File: config.mk
export PLATFORM = sky130hd
export DESIGN_NAME = obi_port_arbiter
export DESIGN_NICKNAME = d
export VERILOG_FILES = /design/src/rtl/obi_port_arbiter.sv
export SDC_FILE = /design/constraint.sdc
export NUM_CORES = 1
export LEC_CHECK = 0
export ABC_CLOCK_PERIOD_IN_PS = 5250
export CORE_AREA = 2 2 112 114
export CTS_CLUSTER_SIZE = 28
export DETAILED_ROUTE_END_ITERATION = 8
export DIE_AREA = 0 0 114 116
export SETUP_SLACK_MARGIN = 0.5
export SYNTH_ARGS = -nofsm -noshare
export SYNTH_HDL_FRONTEND = slang
export SYNTH_SLANG_ARGS = --single-unit
File: constraint.sdc
create_clock -name clk_i -period 5.25 [get_ports clk_i]
set_input_delay 1.05 -clock clk_i [delete_from_list [all_inputs] [get_ports clk_i]]
set_output_delay 1.05 -clock clk_i [all_outputs]
set_load 0.05 [all_outputs]
File: src/rtl/obi_port_arbiter.sv
// Two-requester arbiter sharing one OBI-style memory port between instruction fetch and data access.
// Optional build macro ARB_ROUND_ROBIN_EN: alternate ties between requesters instead of data-first priority.
module obi_port_arbiter #(
  parameter int unsigned TIMEOUT = 255
) (
  input  logic        clk_i,
  input  logic        rst_ni,

  input  logic        instr_req_i,
  input  logic [31:0] instr_addr_i,
  output logic        instr_gnt_o,
  output logic        instr_rvalid_o,
  output logic [31:0] instr_rdata_o,
  output logic        instr_err_o,

  input  logic        data_req_i,
  input  logic        data_we_i,
  input  logic [3:0]  data_be_i,
  input  logic [31:0] data_addr_i,
  input  logic [31:0] data_wdata_i,
  output logic        data_gnt_o,
  output logic        data_rvalid_o,
  output logic [31:0] data_rdata_o,
  output logic        data_err_o,

  output logic        mem_req_o,
  output logic        mem_we_o,
  output logic [3:0]  mem_be_o,
  output logic [31:0] mem_addr_o,
  output logic [31:0] mem_wdata_o,
  input  logic        mem_gnt_i,
  input  logic        mem_rvalid_i,
  input  logic        mem_err_i,
  input  logic [31:0] mem_rdata_i,

  output logic        busy_o,
  output logic        owner_o,
  output logic        timeout_o,
  output logic        stray_rsp_o
);

  localparam logic [0:0] ST_IDLE = 1'b0;
  localparam logic [0:0] ST_BUSY = 1'b1;

  localparam logic        TO_EN   = (TIMEOUT != 0);
  localparam logic [15:0] TO_LAST = (TIMEOUT == 0) ? 16'd0 : 16'(TIMEOUT - 1);

  localparam logic OWN_INSTR = 1'b0;
  localparam logic OWN_DATA  = 1'b1;

  logic [0:0]  state_q, state_d;
  logic        owner_q, owner_d;
  logic [15:0] cnt_q, cnt_d;
  logic        stray_q, stray_d;

  logic sel;
  logic busy;
  logic issue_ok;
  logic req_out;
  logic granted;
  logic rsp_hit;
  logic to_hit;
  logic rsp_valid;
  logic rsp_err;

`ifdef ARB_ROUND_ROBIN_EN
  logic last_q, last_d;

  // On a tie the requester that did not win the previous grant goes first.
  always_comb begin
    if (instr_req_i && data_req_i) begin
      sel = ~last_q;
    end else begin
      sel = data_req_i;
    end
  end

  always_comb begin
    last_d = granted ? sel : last_q;
  end

  always_ff @(posedge clk_i or negedge rst_ni) begin
    if (!rst_ni) begin
      last_q <= OWN_INSTR;
    end else begin
      last_q <= last_d;
    end
  end
`else
  always_comb begin
    sel = data_req_i ? OWN_DATA : OWN_INSTR;
  end
`endif

  assign busy     = (state_q == ST_BUSY);
  assign rsp_hit  = busy && mem_rvalid_i;
  assign to_hit   = TO_EN && busy && !mem_rvalid_i && (cnt_q == TO_LAST);
  // A new request may go out in IDLE, or in BUSY when the pending response retires this cycle.
  assign issue_ok = !busy || mem_rvalid_i;
  // NOTE: the request path is combinational from the inputs, so it is gated by rst_ni to hold
  // every output at 0 while reset is asserted, even if a requester is already active.
  assign req_out  = rst_ni && issue_ok && (instr_req_i || data_req_i);
  assign granted  = req_out && mem_gnt_i;

  always_comb begin
    mem_req_o   = req_out;
    mem_we_o    = 1'b0;
    mem_be_o    = 4'h0;
    mem_addr_o  = 32'h0;
    mem_wdata_o = 32'h0;
    if (req_out) begin
      if (sel == OWN_DATA) begin
        mem_we_o    = data_we_i;
        mem_be_o    = data_be_i;
        mem_addr_o  = data_addr_i;
        mem_wdata_o = data_wdata_i;
      end else begin
        mem_be_o    = 4'hF;
        mem_addr_o  = instr_addr_i;
      end
    end
  end

  assign instr_gnt_o = granted && (sel == OWN_INSTR);
  assign data_gnt_o  = granted && (sel == OWN_DATA);

  // A synthetic timeout response always reports an error and carries zero data.
  assign rsp_valid = rsp_hit || to_hit;
  assign rsp_err   = to_hit ? 1'b1 : mem_err_i;

  always_comb begin
    instr_rvalid_o = 1'b0;
    instr_err_o    = 1'b0;
    data_rvalid_o  = 1'b0;
    data_err_o     = 1'b0;
    instr_rdata_o  = rsp_hit ? mem_rdata_i : 32'h0;
    data_rdata_o   = rsp_hit ? mem_rdata_i : 32'h0;
    if (rsp_valid) begin
      if (owner_q == OWN_DATA) begin
        data_rvalid_o  = 1'b1;
        data_err_o     = rsp_err;
      end else begin
        instr_rvalid_o = 1'b1;
        instr_err_o    = rsp_err;
      end
    end
  end

  assign timeout_o   = to_hit;
  assign busy_o      = busy;
  assign owner_o     = owner_q;
  assign stray_rsp_o = stray_q;

  always_comb begin
    state_d = state_q;
    owner_d = owner_q;
    cnt_d   = cnt_q;
    stray_d = stray_q | (!busy && mem_rvalid_i);
    if (granted) begin
      state_d = ST_BUSY;
      owner_d = sel;
      cnt_d   = 16'd0;
    end else if (rsp_valid) begin
      state_d = ST_IDLE;
    end else if (busy && (cnt_q != 16'hFFFF)) begin
      cnt_d   = cnt_q + 16'd1;
    end
  end

  // NOTE: state registers use non-blocking assignments so every flop samples pre-edge values.
  always_ff @(posedge clk_i or negedge rst_ni) begin
    if (!rst_ni) begin
      state_q <= ST_IDLE;
      owner_q <= OWN_INSTR;
      cnt_q   <= 16'd0;
      stray_q <= 1'b0;
    end else begin
      state_q <= state_d;
      owner_q <= owner_d;
      cnt_q   <= cnt_d;
      stray_q <= stray_d;
    end
  end

endmodule

# After elaboration in Yosys (flattened, before gate mapping)
# Cells that the tools add are included.
# op_classes
add_sub_neg	1
n_eq_ne	3
muxes	24
bitwise	2
n_reduce_logical	18
# ops
cell	count
32-bit 2-to-1 mux	5
16-bit 2-to-1 mux	3
16-bit by 1-bit adder with 16-bit output, second input constant	1
16-bit by 8-bit == test with 1-bit output, second input constant	1
16-bit != test, second input constant	1
1-bit 2-to-1 mux	14
1-bit logical AND	10
4-bit 2-to-1 mux	2
2-bit nonzero test	2
1-bit logical OR	3
1-bit logical NOT	2
2-bit != test, second input constant	1
2-bit AND reduction	1
1-bit NOT	1
1-bit OR	1
# word_totals
ff_bits	19
input_bits	140
out_inout_bits	144
elab_cells	52

# Longest topological paths before layout
# Gate-level depths: netlist of run 1.
# logic_depth
depth_word	7
mapped_depth	8
mapped_depth_nobuf	7

# Least setup slack after synthesis of run 1
# No wires, ideal clock.
# synth_path
path_kind	input-to-output
from	in mem_rvalid_i
to	out data_rvalid_o
arrival_time_ps	3038
required_time_ps	4200
path_slack_ps	1162
stages	5
path_buffers	1
cell_sequence	clkbuf_1 > nand2b_2 > nor2_1 > a21oi_1 > nor2b_1
# synth_via
elab_chain_len	5
elab_cells_between_ends	6
cone_classes	mux: 1; reduce/logical: 5
# synth_rtl
element	line_no	text
start, declared	32	input logic mem_rvalid_i,
1-bit logical NOT	97	assign to_hit = TO_EN && busy && !mem_rvalid_i && (cnt_q == TO_LAST);
1-bit logical AND (2 in series)	97	
named net timeout_o	38	output logic timeout_o,
1-bit logical OR	128	assign rsp_valid = rsp_hit || to_hit;
1-bit 2-to-1 mux	138	if (rsp_valid) begin
end, declared	22	output logic data_rvalid_o,
# The timed path passes the listed nets, and every way through them passes these cells.

# Worst setup path in the final report of run 1
# layout_path
from	in rst_ni
to	out instr_gnt_o
# layout_via
elab_chain_len	4
# layout_rtl
element	line_no	text
start, declared	7	input logic rst_ni,
1-bit logical AND (2 in series)	102	assign req_out = rst_ni && issue_ok && (instr_req_i || data_req_i);
1-bit logical AND	103	assign granted = req_out && mem_gnt_i;
1-bit logical AND	124	assign instr_gnt_o = granted && (sel == OWN_INSTR);
end, declared	11	output logic instr_gnt_o,
# Every way passes these cells.

==> results by group, run 1 <==
Run status
  • Status: complete, no violations

Worst setup path
  • Crit path launch type: input pin
  • Endpoint type of the worst setup path: output port
  • Crit Path Class: input pin to output port
  • Arr. time, crit path: 3.25 ns
  • Worst path cell trace: clkdlybuf4s50_1 -> buf_4 -> o21ai_0 -> nand2b_1 -> inv_2 -> nand2_1 -> nor2_1 -> buf_12
  • Crit path largest cell delay: 0.45 ns
  • Reg2Reg Capture Point: cnt_q[9]
  • Slowest-stage cell, CP: clkdlybuf4s50_1
  • Register-to-register setup slack: 2.65 ns
  • Crit-path max FO: 37
  • Worst flop-to-flop path startpoint: busy_o
  • Cell count of the worst reg-to-reg path: 6
  • Critical Path RT: 4.20 ns
  • Worst setup startpoint: rst_ni

Drt
  • Via count: 3,207
  • Initial DRC count: 148
  • Met2 routed WL: 6.29 mm
  • Antenna Nets Post-Route: 0
  • Residual DRC: 0
  • Routed vias/inst: 4.64
  • Total wire length: 11.9 mm
  • Routed wl met3: 1.11 mm
  • DRT met1 WL: 4.39 mm
  • Per-cell routed wire length: 17.2 um
  • Top Layer Used: met4
  • Drt pass-1 iters: 4

Timing
  • Fin Setup TNS: 0 ns
  • Post-layout min period: 4.30 ns
  • Setup Skew: 0.00167 ns
  • FMAX: 232 MHz
  • Slew Viols, Final: 0
  • RSZ-0062 raised after global routing: false
  • Fin. Hold Viols: 0
  • Relative slew slack: 0.422
  • Min Hold Slack: 0.470 ns
  • Final setup fails: 0
  • Final worst-path cycle share: 0.819
  • Worst slew pin tran: 0.867 ns

Pwr
  • Switch share: 0.426
  • Reg power frac: 0.196
  • Comb power frac: 0.626
  • Clock share of power: 0.178
  • P per Cell Area: 164 mW/mm^2
  • Static Leak: 2.46 nW
  • Worst vdd ir: 0.0904 mV
  • P_int: 0.000510 W
  • Psw: 0.000379 W

Layout
  • Core Util, Final: 0.456
  • Layout cells sized above 1: 0.171
  • Area of the multi-input gates: 0.00151 mm^2
  • Total inserted antenna cells: 0
  • FF+latch area: 475 um^2
  • Nets: 687
  • Area delta synth->final: 129%
  • Number of fill cells: 1,160

Synthesis
  • Synth warn: 0
  • Post-synth EDFFs: 0
  • Most frequent cell after synthesis: and3_1
  • Seq cells post-synth: 19
  • Synth cell types: 48
  • Largest cells by area after synthesis: dfrtp_1 20%, and3_1 18%, mux2i_1 14%, buf_4 10%, nor2_1 6.5%
  • Syn_area_per_cell: 7.62 um^2
  • Mapped Area: 0.00238 mm^2
  • Post-synth top area share: 0.200
  • Register area share after synthesis: 0.200
  • Post-synth top area cell: dfrtp_1
  • Syn Nets: 454
  • Ys flop type: dfrtp_1
  • Top post-synthesis cells by count: 67 x and3_1, 41 x nor2_1, 33 x buf_4, 33 x mux2i_1, 20 x clkbuf_1
  • Ys async rst share: 1.00
  • Syn Inst Count: 312

Hold path
  • Hold Crit Class: register to register
  • Hold path endpoint: stray_rsp_o
  • Hold Crit Start: stray_rsp_o
  • Worst Hold Depth: 1

Global routing
  • Largest net degree at the start of global routing: 72
  • Number of global-route vias before repair: 3,071
  • Grt ovf: 0
  • First-pass GRT wire length: 16.9 mm
  • All-Layer GR Usage: 0.163
  • Antenna violations before repair: 0

Floorplanning
  • Initial Utilization: 0.199
  • Total die area: 0.0132 mm^2
  • Die X: 114 um
  • Height of the die: 116 um
  • Boundary Pins: 284
  • Site row count: 40
  • CORE AREA: 0.0119 mm^2

Clock network
  • H-tree depth: 1
  • Later-pin clock latency in the skew report: 0.25 ns
  • Max clock buf depth: 2
  • Hold-fix buffers at CTS: 0
  • TritonCTS Buffers: 3
  • Setup repair bufs after CTS: 0
  • Root Driver: clkbuf_16
  • CTS sink count: 19
  • Clock slew at reported path FFs: 0.05 ns
  • CTS tree: built
  • CTS resizes: 0

Placement
  • DP HPWL: 10.1 mm
  • Port-buffer cells: 283
  • Final GP Congestion: 0.820

Job
  • MaxCap Viol Count: 0
-- stage by stage --
| step | power (W) | area (um^2) | std cells | worst slack [ns] |
|---|---|---|---|---|
| after floorplan | 0.000471 | 2380 | 312 | 1.16 |
| after global placement | 0.000733 | 5360 | 687 | 0.974 |
| after detailed placement | 0.000738 | 5360 | 687 | 0.907 |
| after CTS | 0.000898 | 5440 | 691 | 0.896 |
| after global routing | 0.000930 | 5440 | 691 | 0.667 |
| final | 0.000890 | 5440 | 691 | 0.949 |
-- critical path, delay by kind of cell --
| family | cells | cell delay [ns] |
|---|---|---|
| AO/OA/AOI/OAI | 1 | 0.11 |
| AND/OR/NAND/NOR | 3 | 0.79 |
| buffers and inverters | 4 | 1.27 |
-- per-layer routing --
| metal | GRT usage | vias up |
|---|---|---|
| met5 | 0 | - |
| met4 | 0.0333 | 0 |
| met3 | 0.0434 | 7 |
| met2 | 0.302 | 173 |
| met1 | 0.189 | 1481 |
| li1 | - | 1546 |
-- power by group through the flow --
stage | logic [W] | registers, W | clock network (W)
6_report | 0.000557 | 0.000175 | 0.000158
5_1_grt | 0.000583 | 0.000178 | 0.000169
3_3_place_gp | 0.000555 | 0.000178 | 0
2_1_floorplan | 0.000296 | 0.000176 | 0
4_1_cts | 0.000561 | 0.000176 | 0.000161
3_5_place_dp | 0.000560 | 0.000178 | 0
-- kinds of logic (layout without fill, tap and decap cells) --
family / Yosys count / in the layout / share of synthesized area
AND/OR/NAND/NOR: 153 / 153 / 0.361
buffers and inverters: 68 / 300 / 0.165
multiplexers: 33 / 33 / 0.139
AO/OA/AOI/OAI: 32 / 32 / 0.106
flip-flops: 19 / 19 / 0.200
XOR/XNOR: 5 / 5 / 0.0184
adder cells (fa/ha/maj): 2 / 2 / 0.0105
-- cells in the final DEF, fill, tap and decap left out, types with 2 or more instances in the layout --
cell             synthesis  final
nand3_1                  7      7
clkdlybuf4s50_1          0    210
a211oi_1                 2      2
nand4_1                  4      4
or4_1                    2      2
nor4b_1                  2      2
nor3_1                   3      3
clkbuf_16                0      3
nor2_1                  41     41
a21oi_1                  8      8
xnor2_1                  3      3
nor4_1                   2      2
a21o_1                   2      2
o211ai_1                 5      5
dfrtp_1                 19     19
inv_1                    8      8
buf_12                   0     38
o31ai_1                  5      5
nand2_1                 10     10
a31oi_1                  2      2
ha_1                     2      2
buf_4                   33     38
and3_1                  67     67
mux2i_1                 33     33
nor2b_1                  3      3
xor2_1                   2      2
or4_2                    2      2
-- worst max-delay path by stage --
stage | endpoint | depth (start not counted)
2_1_floorplan | data_rvalid_o | 5
3_3_place_gp | instr_gnt_o | 8
3_5_place_dp | instr_gnt_o | 8
4_1_cts | instr_gnt_o | 8
5_1_grt | instr_gnt_o | 8
6_report | instr_gnt_o | 8
-- state kept, by name, summed over array words and instances (netlist names) --
register	flops
cnt_q	16
stray_rsp_o	1
owner_o	1
busy_o	1
-- area by class of cell --
type	count	share of cell area
Timing Repair Buffer	287	0.580
Multi-Input combinational cell	225	0.278
Sequential cell	19	0.0875
Tap cell	147	0.0338
Clock buffer	3	0.0138
Inverter	9	0.00622
Clock inverter	1	0.000921
Note: power is estimated with default switching activity, not from simulation.
==> run 2, diff against run 1 <==
- ABC_CLOCK_PERIOD_IN_PS: 5250 -> 3600
- CORE_AREA: 2 2 112 114 -> 2 2 110 112
- DIE_AREA: 0 0 114 116 -> 0 0 112 114
- PLACE_DENSITY: not set -> 0.68
- clock period: 5.25 -> 3.6 ns (I/O delays scaled with it)
==> run 2 against run 1 <==
Clock skew is essentially flat. Wire length shrank 3.2%. Sequential cell count is the same. Sequential power grew 43%. Non-clock buffer count grew 2. Combinational power grew 64%. Setup slack lost 0.38 ns. Worst hold slack lost 0.011 ns. Global-route usage is essentially flat.
==> results by group, run 2 (synthesis results as in run 1) <==
Layout
  • Total inserted antenna cells: 0 (unchanged)
  • Layout cells sized above 1: 0.314 (+0.143)
  • Most frequent cells in the layout: 141 x clkdlybuf4s50_1, 107 x buf_12, 67 x and3_1, 39 x buf_4, 38 x nor2_1
  • Commonest non-fill, non-tap cell in the layout: clkdlybuf4s50_1
  • Max reg flops: 16 (unchanged)
  • Design area: 0.00619 mm^2 (+14%)
  • Largest register by flop count: cnt_q
  • Nets: 690 (+0.44%)
  • Core Util, Final: 0.529 (+0.0723)
  • Area delta synth->final: 161%

Floorplanning
  • Site row count: 40 (unchanged)
  • Boundary Pins: 284 (unchanged)
  • CORE AREA: 0.0117 mm^2 (-1.7%)
  • Height of the die: 114 um (-1.7%)
  • Total die area: 0.0128 mm^2 (-3.4%)
  • Die X: 112 um (-1.8%)
  • Initial Utilization: 0.203 (+0.00341)

Worst setup path
  • Worst path cell trace: clkdlybuf4s50_1 -> nand2b_2 -> nand2b_2 -> buf_6 -> a21oi_1 -> buf_12
  • Crit Path Class: input pin to output port
  • Register-to-register setup slack: 1.33 ns (-1.32 ns)
  • Critical Path End: mem_be_o[3]
  • Reg2Reg Capture Point: cnt_q[10]
  • Cell count of the worst reg-to-reg path: 6 (unchanged)
  • Slowest-stage cell, CP: clkdlybuf4s50_1
  • Crit path buffers/inverters: 3 (-1)
  • CP delay by family, top: buffers and inverters
  • Crit path depth: 6 (-2)
  • Crit path top cell by count: nand2b_2
  • Arr. time, crit path: 2.32 ns (-0.93 ns)
  • Worst setup startpoint: mem_rvalid_i
  • Critical Path RT: 2.88 ns (-1.32 ns)
  • Crit path largest cell delay: 0.49 ns (+0.04 ns)
  • Crit-path max FO: 36 (-2.7%)
  • Crit path launch type: input pin
  • Worst flop-to-flop path startpoint: cnt_q[1]
  • Endpoint type of the worst setup path: output port

Clock network
  • Max clock buf depth: 2 (unchanged)
  • Later-pin clock latency in the skew report: 0.25 ns (about the same)
  • TritonCTS Buffers: 3 (unchanged)
  • Root Driver: clkbuf_16
  • Clock slew at reported path FFs: 0.05 ns (about the same)
  • CTS sink count: 19 (unchanged)
  • CTS tree: built
  • H-tree depth: 1 (unchanged)

Hold path
  • Hold Crit Class: register to register

Timing
  • Fin. Hold Viols: 0 (unchanged)
  • Relative slew slack: 0.472 (+0.0500)
  • Post-layout min period: 3.04 ns
  • Worst slew pin tran: 0.791 ns (-0.0750 ns)
  • Final worst-path cycle share: 0.843
  • RSZ-0062 raised after global routing: true
  • Slew Viols, Final: 0 (unchanged)
  • Final setup fails: 0 (unchanged)
  • Setup Skew: 0.00151 ns (-0.000155 ns)
  • FMAX: 329 MHz
  • Fin Setup TNS: 0 ns (unchanged)

Drt
  • Initial DRC count: 133 (-10%)
  • Routed vias/inst: 4.69 (+1.1%)
  • Via count: 3,257 (+1.6%)
  • Total wire length: 11.5 mm (-3.2%)
  • Antenna Nets Post-Route: 0 (unchanged)
  • Residual DRC: 0 (unchanged)
  • Drt pass-1 iters: 4 (unchanged)
  • Per-cell routed wire length: 16.6 um (-3.6%)

Job
  • MaxCap Viol Count: 0 (unchanged)

Placement
  • Final GP Congestion: 0.892 (+8.7%)
  • Port-buffer cells: 283 (unchanged)
  • DP Area: 0.00608 mm^2 (+14%)
  • DP HPWL: 9.65 mm (-4.6%)

Global routing
  • Grt ovf: 0 (unchanged)
  • Number of global-route vias before repair: 3,209 (+4.5%)
  • Largest net degree at the start of global routing: 72 (unchanged)
  • First-pass GRT wire length: 16.8 mm (-0.90%)
  • All-Layer GR Usage: 0.162 (-0.000400)
  • Antenna violations before repair: 0 (unchanged)

Pwr
  • Static Leak: 2.82 nW (+14%)
  • Power Total: 0.00139 W (+57%)
  • Worst vdd ir: 0.133 mV (+47%)
  • P per Cell Area: 225 mW/mm^2 (+38%)

Run status
  • Status: complete, no violations
## run 2: cell types whose count changed in the layout (fill, tap and decap cells not counted), sizes merged
cell           change
buf               +71
clkinv             +1
clkdlybuf4s50     -69
## run 2: what timing repair did
| action | 4_1_cts | 5_1_grt |
|---|---|---|
| setup buffers | 0 | 0 |
| hold buffers | 0 | 0 |
| endpoints found under the setup margin | 39 | 64 |
| gates resized for setup | 2 | 6 |
| gates cloned | 0 | 1 |
## run 2: worst reg2reg max path: cells and delay by family, from the launching register on
| family | cells | cell delay [ns] |
|---|---|---|
| simple gates | 3 | 1.10 |
| flops | 1 | 0.41 |
| fa+ha+maj | 1 | 0.19 |
| compound gates | 2 | 0.45 |
## run 2: how the worst min path moves through the flow
stage                            from          end  slack, ns  cells after the start
after global placement    stray_rsp_o  stray_rsp_o       0.45                      1
after global routing      stray_rsp_o  stray_rsp_o       0.48                      1
after CTS                 stray_rsp_o  stray_rsp_o       0.46                      1
after floorplan                rst_ni       busy_o       0.42                      0
final                     stray_rsp_o  stray_rsp_o       0.46                      1
after detailed placement  stray_rsp_o  stray_rsp_o       0.45                      1
## run 2: where the power goes
group / switching [W] / total, W / leakage (nW) / internal, W
clock: 0.0000813 / 0.000230 / 0.0409 / 0.000149
sequential: 0.0000235 / 0.000251 / 0.256 / 0.000227
combinational: 0.000474 / 0.000914 / 2.52 / 0.000440
## run 2: final cells by class
type                       instances  area (um^2)
fill                            1035         5520
timing repair buffer             289         3860
multi-input combinational        225         1540
sequential                        19          475
tap                              147          184
clock buffer                       3         75.1
inverter                           9         38.8
timing repair inverter             1         6.26
clock inverter                     1         5.00
## run 2: per-layer routing
layer / vias up / share of wire / track usage
li1: 1548 / - / -
met1: 1488 / 0.35 / 0.174
met2: 208 / 0.53 / 0.316
met3: 13 / 0.099 / 0.0414
met4: 0 / 0.015 / 0.0423
met5: - / 0 / 0
## run 2: stage by stage
step	hold slack, ns	worst slack [ns]	std cells
detailed placement	0.452	0.399	689
CTS	0.464	0.471	693
finish	0.458	0.564	694
global placement	0.446	0.445	689
floorplan	0.424	0.544	312
global route	0.475	0.460	694
==> run 3, diff against run 2 <==
- ABC_CLOCK_PERIOD_IN_PS: 3600 -> 2500
- clock period: 3.6 -> 2.5 ns (I/O delays scaled with it)
==> run 3 against run 2 <==
Clock skew increased by 0.0020 ns. Die area unchanged. First-iteration DRC count increased by 37%. Design area rose by 25%. Clock-buffer cell count grew 1. Worst hold slack worse by 0.22 ns. Cell count up 4.6%. Core utilization grew 13 points. Largest cell class unchanged. Largest power group unchanged.
==> results by group, run 3 (synthesis results as in run 1) <==
Timing
  • Fin. Hold Viols: 0 (unchanged)
  • Setup ws final: 0.164 ns (-0.401 ns)
  • Setup Skew: 0.00351 ns (+0.00200 ns)
  • Post-layout min period: 2.34 ns
  • Fin Setup TNS: 0 ns (unchanged)
  • Final setup fails: 0 (unchanged)
  • RSZ-0062 raised after global routing: true
  • Relative slew slack: 0.645 (+0.172)
  • Final worst-path cycle share: 0.935
  • Slew Viols, Final: 0 (unchanged)
  • Worst slew pin tran: 0.528 ns (-0.263 ns)
  • FMAX: 428 MHz
  • Min Hold Slack: 0.238 ns (-0.220 ns)

Drt
  • Per-cell routed wire length: 19.1 um (+15%)
  • Residual DRC: 0 (unchanged)
  • Via count: 3,497 (+7.4%)
  • DRT met1 WL: 4.49 mm (+11%)
  • Antenna Nets Post-Route: 0 (unchanged)
  • Drt pass-1 iters: 4 (unchanged)
  • Met2 routed WL: 7.80 mm (+27%)
  • Initial DRC count: 182 (+37%)
  • Routed vias/inst: 4.82 (+2.6%)
  • Top Layer Used: met4
  • Total wire length: 13.9 mm (+20%)
  • Routed wl met3: 1.08 mm (-5.8%)

Layout
  • Commonest non-fill, non-tap cell in the layout: buf_12
  • Nets: 722 (+4.6%)
  • Layout cells sized above 1: 0.568 (+0.254)
  • Number of fill cells: 876 (-15%)
  • Max reg flops: 16 (unchanged)
  • Area delta synth->final: 227%
  • Largest register by flop count: cnt_q
  • Total inserted antenna cells: 0 (unchanged)
  • Area of the multi-input gates: 0.00231 mm^2 (+50%)
  • Most frequent cells in the layout: 145 x buf_12, 136 x clkdlybuf4s50_1, 61 x and3_4, 36 x nor2_4, 32 x mux2i_1
  • FF+latch area: 479 um^2 (+0.79%)
  • Design area: 0.00777 mm^2 (+25%)

Floorplanning
  • Total die area: 0.0128 mm^2 (unchanged)
  • CORE AREA: 0.0117 mm^2 (unchanged)
  • Boundary Pins: 284 (unchanged)
  • Die X: 112 um (unchanged)
  • Initial Utilization: 0.203 (unchanged)
  • Site row count: 40 (unchanged)
  • Height of the die: 114 um (unchanged)

Global routing
  • First-pass GRT wire length: 19.6 mm (+17%)
  • Largest net degree at the start of global routing: 45 (-38%)
  • All-Layer GR Usage: 0.195 (+0.0328)
  • Grt ovf: 0 (unchanged)
  • Antenna violations before repair: 0 (unchanged)
  • Number of global-route vias before repair: 3,641 (+13%)

Clock network
  • Clock slew at reported path FFs: 0.05 ns (about the same)
  • CTS tree: built
  • Later-pin clock latency in the skew report: 0.25 ns (about the same)
  • CTS sink count: 19 (unchanged)
  • Hold-fix buffers at CTS: 0 (unchanged)
  • TritonCTS Buffers: 3 (unchanged)
  • Max clock buf depth: 2 (unchanged)
  • H-tree depth: 1 (unchanged)
  • Root Driver: clkbuf_16

Worst setup path
  • Crit path launch type: register
  • Endpoint type of the worst setup path: output port
  • Crit Path Class: register to output port
  • Critical Path RT: 2.00 ns (-0.88 ns)
  • Crit-path max FO: 3 (-92%)
  • Arr. time, crit path: 1.84 ns (-0.48 ns)

Placement
  • DP Area: 0.00729 mm^2 (+20%)
  • Port-buffer cells: 283 (unchanged)
  • Final GP Congestion: 0.934 (+4.7%)
  • Worst slack at placement: 0.0674 ns (-0.332 ns)
  • DP HPWL: 11.3 mm (+17%)

Pwr
  • Static Leak: 3.08 nW (+9.4%)
  • Worst vdd ir: 0.178 mV (+34%)
  • P per Cell Area: 309 mW/mm^2 (+37%)

Hold path
  • Hold Crit Class: input pin to async pin

Job
  • MaxCap Viol Count: 0 (unchanged)

Run status
  • Status: complete, no violations
-- run 3: cell type report --
| class | instances | area share |
|---|---|---|
| Clock buffer | 4 | 0.0101 |
| Sequential cell | 19 | 0.0617 |
| Timing Repair Buffer | 321 | 0.600 |
| Multi-Input combinational cell | 225 | 0.297 |
| Timing Repair inverter | 1 | 0.00113 |
| Tap cell | 147 | 0.0237 |
| Inverter | 9 | 0.00596 |
-- run 3: final timing paths --
kind / start / endpoint / cells after the start / slack [ns]
setup / recovery: cnt_q[0] / data_err_o / 8 / 0.16
hold / removal: rst_ni / cnt_q[1] / 2 / 0.24
setup reg to reg: cnt_q[1] / cnt_q[2] / 9 / 0.33
hold reg to reg: stray_rsp_o / stray_rsp_o / 1 / 0.45
max in group asynchronous: rst_ni / busy_o / 2 / 2.03
min in group clk_i: stray_rsp_o / stray_rsp_o / 1 / 0.45
-- run 3: through the flow --
stage	utilization	power, W	instances
floorplan	-	0.00117	312
global route	0.663	0.00248	726
detailed placement	0.623	0.00192	699
finish	0.663	0.00240	726
CTS	0.641	0.00232	712
global placement	0.623	0.00190	699
-- run 3: power by group --
group	internal, W	switching, W
Clock	0.000217	0.000113
Combinational	0.000873	0.000841
Sequential	0.000328	0.0000273
-- run 3: repair_timing --
action / 4_1_cts / 5_1_grt
hold endpoints to repair: 0 / 0
pin swaps: 7 / 10
setup buffers: 8 / 12
cloned: 1 / 2
gates resized for setup: 32 / 22
endpoints found under the setup margin: 152 / 43
-- run 3: layer usage --
layer | track usage | up-vias
li1 | - | 1625
met1 | 0.199 | 1632
met2 | 0.391 | 208
met3 | 0.0430 | 32
met4 | 0.0659 | 0
met5 | 0 | -
-- run 3: worst max-delay path, cell delays in order, from the launching register on --
cell     delay [ns]
dfrtp_1        0.38
inv_2          0.09
ha_4           0.14
nor4b_4        0.22
nand4_1        0.18
nor2_4         0.22
a31oi_4        0.07
nor2b_4        0.15
buf_12         0.14
